===== config.mk =====
export PLATFORM = sky130hd
export DESIGN_NAME = serial_subtractor
export DESIGN_NICKNAME = d
export VERILOG_FILES = /design/src/rtl/serial_subtractor.sv
export SDC_FILE = /design/constraint.sdc
export NUM_CORES = 1
export LEC_CHECK = 0
export CELL_PAD_IN_SITES_DETAIL_PLACEMENT = 1
export CELL_PAD_IN_SITES_GLOBAL_PLACEMENT = 2
export CORE_MARGIN = 2
export CORE_UTILIZATION = 25
export CTS_CLUSTER_SIZE = 30
export DETAILED_ROUTE_END_ITERATION = 12
export DONT_BUFFER_PORTS = 1
export PLACE_DENSITY_LB_ADDON = 0.12
export SYNTH_ARGS = -nofsm -noshare
export SYNTH_HDL_FRONTEND = slang
export SYNTH_SLANG_ARGS = --single-unit

===== constraint.sdc =====
create_clock -name clk -period 1.9 [get_ports clk]
set_input_delay 0.285 -clock clk [delete_from_list [all_inputs] [get_ports clk]]
set_output_delay 0.285 -clock clk [all_outputs]
set_load 0.01 [all_outputs]

===== src/rtl/serial_subtractor.sv =====
// Bit-serial two's-complement subtractor: computes a - b one bit per clock, LSB first,
// using one full-adder cell with inverted b and a carry preset to 1.
module serial_subtractor #(
    parameter int unsigned WIDTH = 32
) (
    input  logic             clk,
    input  logic             rst_n,
    input  logic             start,
    input  logic [WIDTH-1:0] a,
    input  logic [WIDTH-1:0] b,
    output logic             busy,
    output logic             done,
    output logic [WIDTH-1:0] diff,
    output logic             borrow,
    output logic             overflow
);

    localparam int unsigned CW = $clog2(WIDTH);

    typedef enum logic [1:0] {
        IDLE,
        RUN,
        DONE
    } state_t;

    state_t           state_q, state_d;
    logic [WIDTH-1:0] sa_q, sa_d;
    logic [WIDTH-1:0] sb_q, sb_d;
    logic [WIDTH-2:0] acc_q, acc_d;
    logic [CW-1:0]    cnt_q, cnt_d;
    logic             carry_q, carry_d;
    logic             a_msb_q, a_msb_d;
    logic             b_msb_q, b_msb_d;
    logic [WIDTH-1:0] diff_q, diff_d;
    logic             borrow_q, borrow_d;
    logic             overflow_q, overflow_d;

    logic             bit_s;
    logic             bit_c;
    logic             nb;
    logic             load;
    logic [WIDTH-1:0] acc_shift;

    always_comb begin
        state_d    = state_q;
        sa_d       = sa_q;
        sb_d       = sb_q;
        acc_d      = acc_q;
        cnt_d      = cnt_q;
        carry_d    = carry_q;
        a_msb_d    = a_msb_q;
        b_msb_d    = b_msb_q;
        diff_d     = diff_q;
        borrow_d   = borrow_q;
        overflow_d = overflow_q;
        load       = 1'b0;

        nb        = ~sb_q[0];
        bit_s     = sa_q[0] ^ nb ^ carry_q;
        bit_c     = (sa_q[0] & nb) | (sa_q[0] & carry_q) | (nb & carry_q);
        // Full result once the last bit lands; its top WIDTH-1 bits are the next partial.
        acc_shift = {bit_s, acc_q};

        case (state_q)
            IDLE: begin
                if (start) load = 1'b1;
            end
            RUN: begin
                acc_d   = acc_shift[WIDTH-1:1];
                sa_d    = sa_q >> 1;
                sb_d    = sb_q >> 1;
                carry_d = bit_c;
                cnt_d   = cnt_q + CW'(1);
                if (cnt_q == CW'(WIDTH - 1)) begin
                    state_d    = DONE;
                    diff_d     = acc_shift;
                    borrow_d   = ~bit_c;
                    overflow_d = (a_msb_q ^ b_msb_q) & (bit_s ^ a_msb_q);
                end
            end
            DONE: begin
                state_d = IDLE;
                // Accepting here lets a held start issue one operation every WIDTH+1 cycles.
                if (start) load = 1'b1;
            end
            default: state_d = IDLE;
        endcase

        if (load) begin
            state_d = RUN;
            sa_d    = a;
            sb_d    = b;
            acc_d   = '0;
            cnt_d   = '0;
            carry_d = 1'b1;
            a_msb_d = a[WIDTH-1];
            b_msb_d = b[WIDTH-1];
        end
    end

    always_ff @(posedge clk or negedge rst_n) begin
        if (!rst_n) begin
            state_q    <= IDLE;
            sa_q       <= '0;
            sb_q       <= '0;
            acc_q      <= '0;
            cnt_q      <= '0;
            carry_q    <= 1'b0;
            a_msb_q    <= 1'b0;
            b_msb_q    <= 1'b0;
            diff_q     <= '0;
            borrow_q   <= 1'b0;
            overflow_q <= 1'b0;
        end else begin
            state_q    <= state_d;
            sa_q       <= sa_d;
            sb_q       <= sb_d;
            acc_q      <= acc_d;
            cnt_q      <= cnt_d;
            carry_q    <= carry_d;
            a_msb_q    <= a_msb_d;
            b_msb_q    <= b_msb_d;
            diff_q     <= diff_d;
            borrow_q   <= borrow_d;
            overflow_q <= overflow_d;
        end
    end

    assign busy     = (state_q != IDLE);
    assign done     = (state_q == DONE);
    assign diff     = diff_q;
    assign borrow   = borrow_q;
    assign overflow = overflow_q;

endmodule


Word level (Yosys, flattened, before mapping) --
Cells that the tools add are included.
Cells by class: reductions and logical operators 6, equal/unequal tests 5, bitwise logic cells 12, $add $sub $neg 1, muxes and demuxes 15
Operators with widths (number):
- $mux 32 | 4
- $mux 31 | 2
- $mux 5 | 2
- $add 5x1->5 const B | 1
- $eq 5x5->1 const B | 1
- $and 1x1->1 | 4
- $mux 1 | 4
- $mux 2 | 2
- $pmux 2 s2 | 1
- $reduce_and 2->1 | 2
- $reduce_bool 2->1 | 2
- $xor 1x1->1 | 4
- $ne 3x3->1 const B | 1
- $eq 2x1->1 const B | 1
- $eq 2x2->1 const B | 1
- $logic_not 2->1 | 1
- $ne 2x2->1 const B | 1
- $not 1->1 | 2
- $or 1x1->1 | 2
- $reduce_or 2->1 | 1
Word-level totals: input port bits 67, flip-flop bits (word level) 139, word-level logic and storage cells 50, output and inout port bits 36

Logic depth before layout (Yosys ltp) --
depth in word-level cells 6, mapped depth 8, mapped depth without buffers 6

Worst setup path before layout --
Ideal clock, no wire load.
path type register to register, start reg cnt_q[0], end reg diff_q[26] (netlist: diff[26]), cell stages (with the launch flop) 8, arrival time 1.740 ns, path slack 0.035 ns, cell sequence dfrtp_1 -> ha_1 -> and3_1 -> ha_1 -> nand3b_1 -> buf_2 -> buf_2 -> mux2_2
On the way: longest elaborated chain between the ends 2
RTL lines:
- start, declared | RTL line 30 | logic [CW-1:0] cnt_q, cnt_d;
- start signal, assigned | RTL line 119 | cnt_q <= cnt_d;
- $eq 5x5->1 | RTL line 74 | if (cnt_q == CW'(WIDTH - 1)) begin
- $reduce_and 2->1 (no source line)
- end signal, assigned | RTL line 123 | diff_q <= diff_d;
- end, declared | RTL line 34 | logic [WIDTH-1:0] diff_q, diff_d;
Every way passes these cells. A chain may end at the register's enable or synchronous reset.

Worst setup path in the final report --
start reg cnt_q[0], end reg diff_q[1] (netlist: diff[1])
Same word-level chain as after synthesis.

==> key figures <==
Outcome
  • Outcome: complete, but fails checks
  • Failing checks: hold timing, setup timing

Yosys
  • Synth async-reset ratio: between 90% and 100%
  • Post-synth top area cell: dfrtp_1
  • Mapped Area: around 0.0057 mm^2
  • Synth warn: 0
  • Mean post-synth cell area: about 11 um^2
  • Unique cell type count in the Yosys netlist: 32
  • Number of synthesized flops with an enable pin: 0
  • Ys flop type: dfrtp_1
  • Post-synth top cells: dfrtp_1 (139), nand2_1 (130), nor2_1 (60)
  • Sequential-to-total area share from yosys stat: between 60% and 70%
  • Mapped Cells: 529
  • Fraction of post-synthesis cell area in the top cell type by area: 60.9%
  • Mapped Nets: about 600
  • Synth area leaders: dfrtp_1 (61%), nand2_1 (8.5%), a31oi_1 (6.5%)
  • Count leader, synth: dfrtp_1
  • Yosys reg bits: 139

Pwr
  • P_leak: 0.00316 uW
  • Worst vdd ir: 538 uV
  • Total power draw: 11100 uW
  • Power Density: 1630 mW/mm^2

STA
  • Worst-margin pin slew: 0.957 ns
  • Max_slew headroom: 36.0%
  • Fin. Hold Viols: ~140
  • Final Slew Violations: 0
  • Clk_skew: around 0.015 ns
  • Final number of setup-violating endpoints: 2
  • Fin crit share: 100%
  • Worst setup margin: -0.00109 ns
  • Hold WS: -0.448 ns
  • RSZ-0062 raised after global routing: true
  • Setup TNS: -0.00212 ns
  • Final min period: 1.90 ns
  • Achievable Freq: 0.526 GHz

Setup path
  • Worst path arrival time: 2.21 ns
  • Setup crit end kind: flop
  • Required @ worst endpoint: 2.21 ns
  • CP Max Fanout: 5
  • Type of origin of the critical path: flop
  • CP Class: reg -> reg

Floorplanning
  • Die Span Y: around 160 um
  • Row Count: 55
  • Core box area: 0.0225 mm^2
  • Die span in x: 155 um
  • Die ar.: ~0.024 mm^2
  • Ports: around 100
  • Initial core utilization: 25.4%

Routing
  • WL final: 14800 um
  • Via/cell ratio: 4.83
  • Drc violations: 0
  • WL/cell: about 18 um
  • Starting DRT DRC Count: 216
  • DRT Pass-1 Iters: 4
  • Via count: between 4000 and 5000
  • Post-route antenna net violation count: 0

Clock network
  • Reg clk slew, reported paths: 0.07 ns
  • Root Buffer: clkbuf_16
  • Clk Latency, worst-skew pair: 0.43 ns
  • Clk buf depth: 2
  • CTS tree: done
  • Cts bufs inserted: 17
  • CTS H-tree lvls: 4
  • CTS sink count: 139
  • Hold Buf Count CTS: 5

Global routing
  • Global-route wire length before repair: 23500 um
  • Tot GR Track Use: 12.5%
  • Vias in the first global route: roughly 4300
  • Pin count of the biggest net entering global routing: 140
  • Antenna violations before repair: 0
  • Total global routing overflow: 0

Place
  • Pre-CTS WS: -0.0435 ns
  • Routability cong.: 0.652
  • Post-Place Cells: 782
  • Post-DP HPWL: 8260 um
  • IO Port Bufs: 0

Layout
  • Fillers: 2463
  • Diode count: 0
  • P&R area growth vs syn: 19.1%
  • Final Non-Filler Cells: 829
  • Nets@finish: 601
  • Layout cells sized above 1: 16.5%

Worst hold path
  • HP Class: in -> async

Run
  • # Max-Cap Violations: 0
## cells by family (layout without fill, tap and decap cells)
group	Yosys count	after routing	share of synthesized area, %
simple gates	207	207	14.4
flops	139	139	60.9
compound gates	103	103	12.8
buf+inv	43	58	4.38
mux	33	33	6.49
fa+ha+maj	3	3	0.789
xor+xnor	1	1	0.153
## power breakdown
group / leakage (uW) / internal [uW] / switching [uW] / total [uW]
Clock: 0.000284 / 1760 / 1530 / 3290
Sequential: 0.00177 / 4210 / 920 / 5130
Combinational: 0.00110 / 1300 / 1340 / 2640
## placed cells by master (no fill, tap or decap), types with 4 or more instances in the layout
cell type      instances
o21ai_0                4
clkbuf_16             20
mux2_4                 6
nor2_1                60
buf_4                  6
buf_12                 8
a22o_1                34
a31oi_1               59
mux2_2                26
dlygate4sd3_1          5
inv_8                  6
nand2_1              130
inv_6                  5
dfrtp_1              139
## worst max-delay path, cell delays in order, from the launching register on
cell	delay [ns]
dfrtp_1	0.41
ha_2	0.20
and3_4	0.18
ha_4	0.15
nand3b_1	0.19
buf_12	0.18
clkbuf_16	0.15
mux2_2	0.33
## through the flow
stage	hold slack [ns]	area, um^2	util [%]
after floorplan	-0.0106	5710	-
after CTS	-0.472	6600	29.3
after global routing	-0.478	6800	30.2
after detailed placement	-0.00471	5980	26.6
after global placement	-0.00407	5980	26.6
final	-0.448	6800	30.2
## metal layers
layer  up-vias  routed length [um]  track usage (%)  part of all wire, %
li1       1832                   -                -                    -
met1      2089                6670             15.7                   45
met2        77                7170             20.3                   48
met3        10                 822             4.23                  5.5
met4         0                 174             4.10                  1.2
met5         -                   0                0                    0
## path summary, 6_finish.rpt
check,startpoint,endpoint,slack [ns],cells past startpoint
hold reg to reg,cnt_q[3],cnt_q[3],0.49,1
setup / recovery,cnt_q[0],diff[1],-0.001,7
max in group asynchronous,rst_n,sa_q[2],2.15,0
min in group clk,b[12],sb_q[12],0.03,2
setup reg to reg,cnt_q[0],diff[1],-0.001,7
hold / removal,rst_n,diff[26],-0.45,0
## what timing repair did
| item | in CTS | in global routing |
|---|---|---|
| pin swaps | 0 | 1 |
| hold endpoints to repair | 146 | 139 |
| gates resized for setup | 1 | 11 |
| gates cloned | 0 | 5 |
| setup buffers | 0 | 5 |
| setup endpoints to repair | 32 | 32 |
## cell type report
cell class / instances / area [um^2] / area share [%]
Sequential cell: 139 / 3480 / 51.2
Multi-Input combinational cell: 347 / 2040 / 30.0
Clock buffer: 17 / 425 / 6.26
Tap cell: 285 / 357 / 5.24
Timing Repair Buffer: 23 / 342 / 5.02
Clock inverter: 15 / 149 / 2.19
Inverter: 3 / 11.3 / 0.166
## state kept, by name (all words and copies together) (netlist names)
register and count:
overflow 1, carry_q 1, cnt_q 5, diff 32
sb_q 32, sa_q 32, b_msb_q 1, state_q 2
borrow 1, a_msb_q 1, acc_q 31
(Power assumes the default switching activity.)
